`config.mk`:
```
export PLATFORM = sky130hd
export DESIGN_NAME = pc_flow_ctrl
export DESIGN_NICKNAME = d
export VERILOG_FILES = /design/src/rtl/rv32i_ctrl_pkg.sv /design/src/rtl/sat_counter.sv /design/src/rtl/pc_flow_ctrl.sv
export SDC_FILE = /design/constraint.sdc
export NUM_CORES = 1
export LEC_CHECK = 0
export ABC_AREA = 0
export CAP_MARGIN = 25
export CORE_UTILIZATION = 37
export DETAILED_ROUTE_END_ITERATION = 8
export SYNTH_ARGS = -nofsm -noshare
export SYNTH_HDL_FRONTEND = slang
export SYNTH_SLANG_ARGS = --single-unit
export TNS_END_PERCENT = 10
```
`constraint.sdc`:
```
create_clock -name clk -period 2.4 [get_ports clk]
set_input_delay 0.6 -clock clk [delete_from_list [all_inputs] [get_ports clk]]
set_output_delay 0.6 -clock clk [all_outputs]
set_load 0.01 [all_outputs]
```
`src/rtl/rv32i_ctrl_pkg.sv`:
```
// Encodings shared by the PC register, hazard unit and PC flow controller.
// Keeping them here stops the three blocks drifting apart.
package rv32i_ctrl_pkg;

    typedef enum logic [1:0] {
        RUN      = 2'd0,
        WAIT_MEM = 2'd1,
        FLUSH    = 2'd2,
        HALT     = 2'd3
    } pc_flow_state_t;

    // One-hot next-PC select; PC_SEL_SEQ (all zero) means PC + 4.
    typedef enum logic [3:0] {
        PC_SEL_SEQ   = 4'b0000,
        PC_SEL_JALR  = 4'b0001,
        PC_SEL_JAL   = 4'b0010,
        PC_SEL_BR    = 4'b0100,
        PC_SEL_STALL = 4'b1000
    } pc_sel_t;

    localparam int FLUSH_CNT_W = 3;

endpackage

```
`src/rtl/sat_counter.sv`:
```
// Event counter that sticks at all-ones instead of wrapping.
module sat_counter #(
    parameter int W = 32
) (
    input  logic         clk,
    input  logic         reset,
    input  logic         inc,
    output logic [W-1:0] count
);

    logic [W-1:0] count_q;
    logic [W-1:0] count_d;

    always_comb begin
        count_d = count_q;
        if (inc && (count_q != {W{1'b1}})) begin
            count_d = count_q + 1'b1;
        end
    end

    always_ff @(posedge clk) begin
        if (reset) begin
            count_q <= '0;
        end else begin
            count_q <= count_d;
        end
    end

    assign count = count_q;

endmodule

```
`src/rtl/pc_flow_ctrl.sv`:
```
// Resolves competing next-PC events into a one-hot PC select, drives
// pipeline flush/bubble controls and counts redirects and stall cycles.
module pc_flow_ctrl
    import rv32i_ctrl_pkg::*;
#(
    parameter int FLUSH_CYCLES = 2,
    parameter int CNT_W        = 32
) (
    input  logic             clk,
    input  logic             reset,
    input  logic             jalr_req,
    input  logic             jal_req,
    input  logic             br_taken,
    input  logic             load_use,
    input  logic             imem_ready,
    input  logic             halt_req,
    output logic             jalr,
    output logic             UJ_en,
    output logic             b_en,
    output logic             stall,
    output logic             flush_if,
    output logic             flush_id,
    output logic             bubble_ex,
    output logic             halted,
    output logic [CNT_W-1:0] redirect_cnt,
    output logic [CNT_W-1:0] stall_cnt,
    output pc_flow_state_t   dbg_state
);

    localparam logic [FLUSH_CNT_W-1:0] FLUSH_INIT = FLUSH_CNT_W'(FLUSH_CYCLES - 1);

    pc_flow_state_t          state_q, state_d;
    logic [FLUSH_CNT_W-1:0]  flush_cnt_q, flush_cnt_d;
    pc_sel_t                 sel;
    logic                    flush;
    logic                    bubble;
    logic                    redirect;

    always_comb begin
        state_d     = state_q;
        flush_cnt_d = flush_cnt_q;
        sel         = PC_SEL_SEQ;
        flush       = 1'b0;
        bubble      = 1'b0;
        redirect    = 1'b0;
        case (state_q)
            RUN, WAIT_MEM: begin
                if (halt_req) begin
                    sel     = PC_SEL_STALL;
                    state_d = HALT;
                end else if (jalr_req || jal_req || br_taken) begin
                    sel         = jalr_req ? PC_SEL_JALR :
                                  jal_req  ? PC_SEL_JAL  : PC_SEL_BR;
                    flush       = 1'b1;
                    redirect    = 1'b1;
                    flush_cnt_d = FLUSH_INIT;
                    state_d     = (FLUSH_CYCLES > 1) ? FLUSH : RUN;
                end else if (load_use) begin
                    // Hold PC and bubble EX; stay in whichever state we were in.
                    sel    = PC_SEL_STALL;
                    bubble = 1'b1;
                end else if (!imem_ready) begin
                    sel     = PC_SEL_STALL;
                    state_d = WAIT_MEM;
                end else begin
                    state_d = RUN;
                end
            end
            FLUSH: begin
                // Requests seen here belong to squashed instructions.
                flush = 1'b1;
                if (!imem_ready) begin
                    sel = PC_SEL_STALL;
                end
                if (flush_cnt_q != '0) begin
                    flush_cnt_d = flush_cnt_q - 1'b1;
                end
                if (flush_cnt_q <= FLUSH_CNT_W'(1)) begin
                    state_d = imem_ready ? RUN : WAIT_MEM;
                end
            end
            HALT: begin
                sel = PC_SEL_STALL;
            end
            default: begin
                state_d = RUN;
            end
        endcase
    end

    always_ff @(posedge clk) begin
        if (reset) begin
            state_q     <= RUN;
            flush_cnt_q <= '0;
        end else begin
            state_q     <= state_d;
            flush_cnt_q <= flush_cnt_d;
        end
    end

    assign {stall, b_en, UJ_en, jalr} = sel;
    assign flush_if  = flush;
    assign flush_id  = flush;
    assign bubble_ex = bubble;
    assign halted    = (state_q == HALT);
    assign dbg_state = state_q;

    sat_counter #(.W(CNT_W)) u_redirect_cnt (
        .clk   (clk),
        .reset (reset),
        .inc   (redirect),
        .count (redirect_cnt)
    );

    sat_counter #(.W(CNT_W)) u_stall_cnt (
        .clk   (clk),
        .reset (reset),
        .inc   (sel == PC_SEL_STALL),
        .count (stall_cnt)
    );

endmodule

```
==> results of run 1 <==
[timing repair]
action,in CTS,in global routing
resized for setup,24,6
endpoints found under the setup margin,30,7
buffers inserted,0,1
cloned,0,0
pin swaps,4,2
[routing by layer]
metal,vias up,share of wire,routed length (um)
met5,-,0,0
met4,0,0.010,96
met3,9,0.034,317
met2,66,0.48,4530
met1,1703,0.47,4430
li1,1860,-,-
[metrics by stage]
step,power [mW],TNS [ns],setup WS [ns],area (um2)
global route,2.68,0,0.00386,5070
detailed placement,1.49,-19.75,-0.534,4820
floorplan,1.36,-0.214,-0.128,3580
global placement,1.49,-17.69,-0.524,4820
CTS,2.59,0,0.0104,5060
finish,2.56,0,0.0558,5070
[power by group]
| part | total (mW) | switching [mW] | internal (mW) |
|---|---|---|---|
| clock | 1.09 | 0.451 | 0.644 |
| sequential | 1.20 | 0.0305 | 1.16 |
| combinational | 0.270 | 0.135 | 0.135 |
[logic make-up after synthesis]
family                     Yosys count  share of synthesized area
and+or+nand+nor                    199                      0.323
AOI/OAI and AO/OA                  112                      0.194
DFF                                 69                      0.386
buffers and inverters               30                     0.0409
muxes                                8                     0.0248
xor gates and xnor gates             7                     0.0171
adders and majority gates            4                     0.0140
[registers in the layout, summed over array words and instances, names as in the netlist]
name                  cells
u_redirect_cnt.count     32
u_stall_cnt.count        32
flush_cnt_q               3
dbg_state                 2
[final cells by class]
cell class / count / area share
clock inverters: 3 / 0.0133
multi-input cells: 330 / 0.411
inverters: 13 / 0.00962
repair buffers: 129 / 0.231
well taps: 129 / 0.0318
flip-flops and latches: 69 / 0.272
clock buffers: 13 / 0.0313
[layout by cell type (no fill, tap or decap), types with 8 or more instances in the layout]
| cell | Yosys | final |
|---|---|---|
| clkdlybuf4s50_1 | 0 | 70 |
| dfxtp_1 | 69 | 69 |
| a21oi_1 | 51 | 51 |
| buf_4 | 2 | 44 |
| nor2_1 | 36 | 35 |
| or3_1 | 32 | 32 |
| o21ai_0 | 31 | 31 |
| nand2_1 | 24 | 24 |
| nand3_1 | 21 | 21 |
| nand4_1 | 16 | 16 |
| o31ai_1 | 14 | 14 |
| inv_1 | 13 | 13 |
| clkbuf_8 | 0 | 11 |
| nor3_1 | 11 | 10 |
| or4_1 | 10 | 9 |
| nor2b_1 | 8 | 8 |
[worst max-delay path by stage]
stage                      start                    end  cells past startpoint
floorplan               jalr_req  u_stall_cnt.count[18]                      5
global placement        jalr_req                  stall                      4
detailed placement      jalr_req                  stall                      4
CTS                     halt_req                   jalr                      4
global route        dbg_state[1]                 halted                      2
finish                  br_taken                  stall                      4
[worst max-delay path: stages]
cell	delay, ns
dlygate4sd2_1	0.24
or3_4	0.40
a221oi_4	0.31
buf_2	0.19
==> metrics.yaml, run 1 <==
run_status:
  outcome: "complete, no violations"
sta:
  worst_slew_pin_slew_ns: 0.566
  setup_viol: 0
  fin_crit_sh: 0.977
  min_period_ns: 2.34
  fmax_ghz: 0.427
  drv_slew: 0
  relSlewSlack: 0.623
  rsz0062_at_grt: "false"
  hold_viol: 0
  fin_skew_ns: 0.0124
  hold_ws_ns: 0.479
synth:
  synth_cells: 429
  synth_commonest_cells: "dfxtp_1 (69), a21oi_1 (51), nor2_1 (36)"
  ys.flop_type: "dfxtp_1"
  avgSynthCellArea_um2: 8.34
  synth_fp_nets: 441
  synth.distinct_cells: 55
  yosys.area.top_type: "dfxtp_1"
  synth-seq-cells: 69
  synthArstFlopShare: 0
  syn-cell-area_um2: 3580
  yosysTopAreaCellShare: 0.386
  yosysSeqAreaShare: 0.386
  synth_edf_count: 0
  yosys_warnings: 0
  yosys-top-cells-area: "dfxtp_1 (39%), a21oi_1 (7.1%), or3_1 (5.6%)"
  yosys.cell_count.top_type: "dfxtp_1"
layout:
  multi_input_area_um2: 2080
  area_growth_syn_to_layout_pct: 41.8
  seqCellArea_um2: 1380
  drive_gt1_frac: 0.180
  layout.cells.non_filler: 686
  fin_util: 0.546
  fill_cells: 905
  diodes: 0
  nNetsFinal: 564
global_routing:
  grt_overflow: 0
  track_usage: 0.189
  grt_max_degree: 33
  gr-usage-met3: 0.0474
  grtUsageMet2: 0.330
  use_met1: 0.232
  grt_pass1_vias: 3386
  antenna_found_initial: 0
  busiest_layer: "met2"
  grt_pass1_wl_um: 15200
power:
  irDropWorstVdd_uv: 330
  powerDensity_nw_per_um2: 505
  p_leak_nw: 1.70
critical_path:
  reg2reg_to: "u_stall_cnt.count[18]"
  cp.required_ns: 1.80
  path_class: "primary input to primary output"
  rrSetupSlack_ns: 0.11
  crit_arrival_ns: 1.74
  crit_path_end_kind: "primary output"
  cp-start-kind: "primary input"
  reg2regPathDepth: 7
  r2r-start: "dbg_state[1]"
  cp_max_fo: 2
die:
  die-height_um: 100
  num_rows: 35
  coreArea_um2: 9280
  ios: 82
  die_x_um: 100
  initial_core_util: 0.385
  die_area_um2: 10100
hold_path:
  whs_path_depth: 1
  hp-class: "flop to flop"
  holdPathEnd: "flush_cnt_q[0]"
  min-delay-start: "flush_cnt_q[0]"
detailed_routing:
  drc: 0
  via_per_inst: 5.30
  vias: 3638
  drt_wl_total_um: 9370
  wl_per_cell_um: 13.7
  firstDrtPassIters: 4
  ant_nets: 0
  dr.first_iter.drc_count: 88
clock_tree:
  clock-sinks: 69
  cts_max_path_buffers: 2
  htreeDepth: 3
  clkSlewWorstSetupHoldPaths_ns: 0.07
  cts_tree: "done"
  clock_latency_ns: 0.34
  numCtsBuffers: 9
  cts_root_buf: "clkbuf_8"
  ctsHoldBuffers: 0
placement:
  place_congestion: 0.822
  place_inst: 669
  io_buffers: 81
  hpwl_um: 6710
flow_run:
  max-cap-violations: 0
Power figures use the tool's default switching activity.
==> run 2: changes to the inputs <==
- clock period: 2.4 -> 2.2 ns (I/O delays scaled with it)
==> metrics.yaml, run 2 (synthesis gave the netlist of run 1 again) <==
run_status:
  outcome: "complete, but fails checks"  # was complete, no violations
  violations: "negative setup slack"
clock_tree:
  numCtsBuffers: 9  # unchanged
  cts_max_path_buffers: 2  # unchanged
  cts_root_buf: "clkbuf_8"  # unchanged
  htreeDepth: 3  # unchanged
  clock-sinks: 69  # unchanged
  clkSlewWorstSetupHoldPaths_ns: 0.07  # about the same
  clock_latency_ns: 0.34  # about the same
  cts_tree: "done"  # unchanged
critical_path:
  path_class: "primary input to flop"  # was primary input to primary output
  cp.required_ns: 2.42  # was 1.80 ns
  cp_cell_sequence: "buf_6 > or3_4 > a221oi_4 > buf_6 > o211ai_4 > or4_4 > mux2_4"  # was dlygate4sd2_1 > or3_4 > a221oi_4 > buf_2
  crit_arrival_ns: 2.44  # was 1.74 ns
  crit_path_end_kind: "flop"  # was primary output
  cp_slowest_cell: "or4_4"  # was or3_4
  cp_common_cell: "buf_6"
  startpoint: "jal_req"  # was br_taken
  r2r-start: "u_stall_cnt.count[1]"  # was dbg_state[1]
  cp-start-kind: "primary input"  # unchanged
  cpPeakStageDelay_ns: 0.54  # was 0.40 ns
  cp_max_fo: 3  # was 2
global_routing:
  grt_pass1_vias: 3635  # was 3386
  antenna_found_initial: 0  # unchanged
  track_usage: 0.201  # was 0.189
  grt_max_degree: 78  # was 33
  grt_overflow: 0  # unchanged
  grt_pass1_wl_um: 16400  # was 15200 um
die:
  num_rows: 35  # unchanged
  die_area_um2: 10100  # unchanged
  coreArea_um2: 9280  # unchanged
  ios: 82  # unchanged
  initial_core_util: 0.385  # unchanged
  die-height_um: 100  # unchanged
  die_x_um: 100  # unchanged
placement:
  hpwl_um: 6950  # was 6710 um
  io_buffers: 81  # unchanged
  dpl_cell_area_um2: 5010  # was 4820 um2
  place_congestion: 0.806  # was 0.822
  post-place-ws_ns: -0.658  # was -0.534 ns
flow_run:
  max-cap-violations: 0  # unchanged
detailed_routing:
  dr.first_iter.drc_count: 71  # was 88
  wl_per_cell_um: 13.5  # was 13.7 um
  drc: 0  # unchanged
  vias: 3827  # was 3638
  drt_wl_total_um: 9690  # was 9370 um
  firstDrtPassIters: 4  # unchanged
  via_per_inst: 5.33  # was 5.30
  ant_nets: 0  # unchanged
sta:
  fmax_ghz: 0.451
  worst_slew_pin_slew_ns: 0.531  # was 0.566 ns
  hold_ws_ns: 0.506  # was 0.479 ns
  fin_crit_sh: 1.01
  setup_viol: 1  # was 0
  fin_skew_ns: 0.0111  # was 0.0124 ns
  setup_slack_ns: -0.0163  # was 0.0558 ns
  drv_slew: 0  # unchanged
  relSlewSlack: 0.646  # was 0.623
  rsz0062_at_grt: "true"  # was false
  min_period_ns: 2.22
  hold_viol: 0  # unchanged
power:
  power.total_mw: 2.82  # was 2.56 mW
  powerDensity_nw_per_um2: 527  # was 505 nW/um2
  p_leak_nw: 1.88  # was 1.70 nW
  irDropWorstVdd_uv: 375  # was 330 uV
layout:
  drive_gt1_frac: 0.248  # was 0.180
  nNetsFinal: 596  # was 564
  final_common_cell: "buf_4"  # was clkdlybuf4s50_1
  diodes: 0  # unchanged
  fin_util: 0.577  # was 0.546
  design_area_um2: 5360  # was 5070 um2
  area_growth_syn_to_layout_pct: 49.8  # was 41.8%
  layout_common_cells: "buf_4 (75), clkdlybuf4s50_1 (68), dfxtp_1 (63)"  # was clkdlybuf4s50_1 (70), dfxtp_1 (69), a21oi_1 (51)
hold_path:
  hp-class: "flop to flop"  # unchanged
  min-delay-start: "u_stall_cnt.count[13]"  # was flush_cnt_q[0]
run 2: power by group:
part | internal (mW) | switching, mW
Sequential | 1.27 | 0.0278
Combinational | 0.177 | 0.164
Clock | 0.703 | 0.481
Total | 2.15 | 0.673
run 2: timing repair:
action                                  CTS  global route
buffers inserted                          4             3
hold buffers                              0             0
gates resized for setup                  41            14
endpoints found under the setup margin   44            28
pin swaps                                 8             4
cloned                                    0             0
hold endpoints to repair                  0             0
run 2: stage by stage:
stage,setup TNS [ns],cells
after global placement,-27.69,695
after floorplan,-2.09,429
after global routing,-0.158,718
final,-0.0163,718
after detailed placement,-29.28,695
after CTS,-0.0391,715
run 2: worst paths after layout:
path,cells past startpoint,slack [ns],end
worst min-delay path,2,0.51,u_stall_cnt.count[13]
worst max register to register,8,0.03,u_stall_cnt.count[18]
worst min register to register,2,0.51,u_stall_cnt.count[13]
worst max-delay path,7,-0.02,u_stall_cnt.count[18]
run 2: layout make-up:
class | count | area (um2)
clock inverter | 3 | 67.6
fill | 870 | 3920
timing repair buffer | 161 | 1420
tap | 129 | 161
sequential | 69 | 1390
clock buffer | 13 | 159
multi-input combinational | 330 | 2120
inverter | 13 | 48.8
run 2: worst max-delay path: cells and delay by family:
| kind | cells | cell delay, ns |
|---|---|---|
| AO/OA/AOI/OAI | 2 | 0.36 |
| multiplexers | 1 | 0.31 |
| buffers and inverters | 2 | 0.26 |
| AND/OR/NAND/NOR | 2 | 0.95 |
run 2: routing by layer:
layer  part of all wire  up-vias  global-route usage  wire length, um
met5                  0        -                   0                0
met4             0.0094        0              0.0647               91
met3              0.041        8              0.0453              396
met2               0.51       81               0.357             4920
met1               0.44     1820               0.240             4280
li1                   -     1918                   -                -
==> run 3: changes to the inputs <==
- CTS_CLUSTER_DIAMETER: not set -> 30
- PLACE_DENSITY_LB_ADDON: not set -> 0.3
- clock period: 2.2 -> 2.19 ns (I/O delays scaled with it)
==> metrics.yaml, run 3 (synthesis gave the netlist of run 1 again) <==
run_status:
  outcome: "complete, but fails checks"  # unchanged
  violations: "negative setup slack"  # unchanged
global_routing:
  grt_max_degree: 24  # was 78
  grt_pass1_vias: 3714  # was 3635
  track_usage: 0.202  # was 0.201
  grt_overflow: 0  # unchanged
  antenna_found_initial: 0  # unchanged
  grt_pass1_wl_um: 16400  # about the same
layout:
  drive_gt1_frac: 0.242  # was 0.248
  nNetsFinal: 603  # was 596
  diodes: 0  # unchanged
  design_area_um2: 5330  # was 5360 um2
  fill_cells: 863  # was 870
  area_growth_syn_to_layout_pct: 49.1  # was 49.8%
  final_common_cell: "buf_4"  # unchanged
  fin_util: 0.575  # was 0.577
  layout_common_cells: "buf_4 (82), clkdlybuf4s50_1 (68), dfxtp_1 (67)"  # was buf_4 (75), clkdlybuf4s50_1 (68), dfxtp_1 (63)
power:
  irDropWorstVdd_uv: 313  # was 375 uV
  p_clk_frac: 0.364  # was 0.419
  p_sw_mw: 0.679  # was 0.673 mW
  powerDensity_nw_per_um2: 490  # was 527 nW/um2
  power.total_mw: 2.62  # was 2.82 mW
  combPwrFrac: 0.137  # was 0.121
  power_frac_seq: 0.498  # was 0.460
  switching_share: 0.259  # was 0.238
  intPower_mw: 1.94  # was 2.15 mW
  p_leak_nw: 1.90  # was 1.88 nW
critical_path:
  cp-start-kind: "primary input"  # unchanged
  crit_path_end_kind: "primary output"  # was flop
  cp_max_fo: 2  # was 3
  crit_arrival_ns: 1.67  # was 2.44 ns
  path_class: "primary input to primary output"  # was primary input to flop
  cp.required_ns: 1.64  # was 2.42 ns
clock_tree:
  cts_max_path_buffers: 2  # unchanged
  htreeDepth: 3  # unchanged
  clock_latency_ns: 0.35  # was 0.34 ns
  clkSlewWorstSetupHoldPaths_ns: 0.07  # about the same
  cts_root_buf: "clkbuf_8"  # unchanged
  clock-sinks: 69  # unchanged
  numCtsBuffers: 9  # unchanged
  cts_tree: "done"  # unchanged
die:
  die_x_um: 100  # unchanged
  die_area_um2: 10100  # unchanged
  ios: 82  # unchanged
  die-height_um: 100  # unchanged
  num_rows: 35  # unchanged
  coreArea_um2: 9280  # unchanged
  initial_core_util: 0.385  # unchanged
detailed_routing:
  via_per_inst: 5.32  # was 5.33
  dr.first_iter.drc_count: 151  # was 71
  drt_wl_total_um: 9960  # was 9690 um
  drc: 0  # unchanged
  ant_nets: 0  # unchanged
  firstDrtPassIters: 4  # unchanged
  wl_per_cell_um: 13.8  # was 13.5 um
  vias: 3853  # was 3827
sta:
  setup_viol: 1  # unchanged
  fmax_ghz: 0.452
  relSlewSlack: 0.633  # was 0.646
  min_period_ns: 2.21
  rsz0062_at_grt: "true"  # unchanged
  hold_viol: 0  # unchanged
  fin_skew_ns: 0.0156  # was 0.0111 ns
  drv_slew: 0  # unchanged
  worst_slew_pin_slew_ns: 0.548  # was 0.531 ns
  fin_crit_sh: 1.01
  setup_slack_ns: -0.0233  # was -0.0163 ns
hold_path:
  hp-class: "flop to flop"  # unchanged
placement:
  io_buffers: 81  # unchanged
  hpwl_um: 7410  # was 6950 um
  place_congestion: 0.853  # was 0.806
  dpl_cell_area_um2: 5050  # was 5010 um2
flow_run:
  max-cap-violations: 0  # unchanged
-- run 3: cell types whose count changed in the layout (fill, tap and decap cells not counted), moves of 2 or more --
cell / change
dfxtp_2: -4
buf_6: +2
buf_2: -2
dfxtp_1: +4
bufinv_16: -2
buf_4: +7
-- run 3: final timing paths --
check / startpoint / cells past startpoint / endpoint / slack (ns)
min: flush_cnt_q[0] / 1 / flush_cnt_q[0] / 0.48
max: load_use / 5 / stall / -0.02
min reg2reg: flush_cnt_q[0] / 1 / flush_cnt_q[0] / 0.48
max reg2reg: u_stall_cnt.count[0] / 7 / u_stall_cnt.count[1] / 0.05
-- run 3: cell type report --
class,instances,area [um2],share of cell area
Multi-Input combinational cell,330,2090,0.391
Inverter,13,48.8,0.00915
Tap cell,129,161,0.0303
Sequential cell,69,1390,0.260
Clock buffer,12,155,0.0291
Clock inverter,3,21.3,0.00399
Timing Repair Buffer,168,1480,0.277
-- run 3: power groups by stage --
| stage | clock (mW) | sequential [mW] | combinational [mW] |
|---|---|---|---|
| 2_1_floorplan | 0 | 1.33 | 0.158 |
| 3_3_place_gp | 0 | 1.33 | 0.317 |
| 3_5_place_dp | 0 | 1.33 | 0.328 |
| 4_1_cts | 0.977 | 1.30 | 0.354 |
| 5_1_grt | 1.04 | 1.31 | 0.392 |
| 6_report | 0.952 | 1.30 | 0.360 |
-- run 3: repair_timing --
item / CTS / global route
setup endpoints to repair: 52 / 36
hold buffers: 0 / 0
buffers inserted: 7 / 2
resized for setup: 34 / 9
pin swaps: 8 / 6
-- run 3: through the flow --
step	instances	hold slack (ns)	setup TNS, ns	setup WS, ns
after CTS	722	0.478	-0.214	-0.0594
after detailed placement	701	0.469	-32.84	-0.731
final	724	0.481	-0.0233	-0.0233
after floorplan	429	0.443	-2.23	-0.286
after global routing	724	0.509	-0.459	-0.0868
after global placement	701	0.460	-28.12	-0.670
-- run 3: metal layers --
layer	vias up	share of wire	global-route usage
li1	1932	-	-
met1	1827	0.44	0.232
met2	80	0.51	0.367
met3	14	0.037	0.0425
met4	0	0.015	0.0736
met5	-	0	0
-- run 3: critical path, stage by stage --
cell and delay, ns:
clkdlybuf4s50_1 0.43, nor4b_2 0.34, a221oi_4 0.07, buf_4 0.17, buf_6 0.11
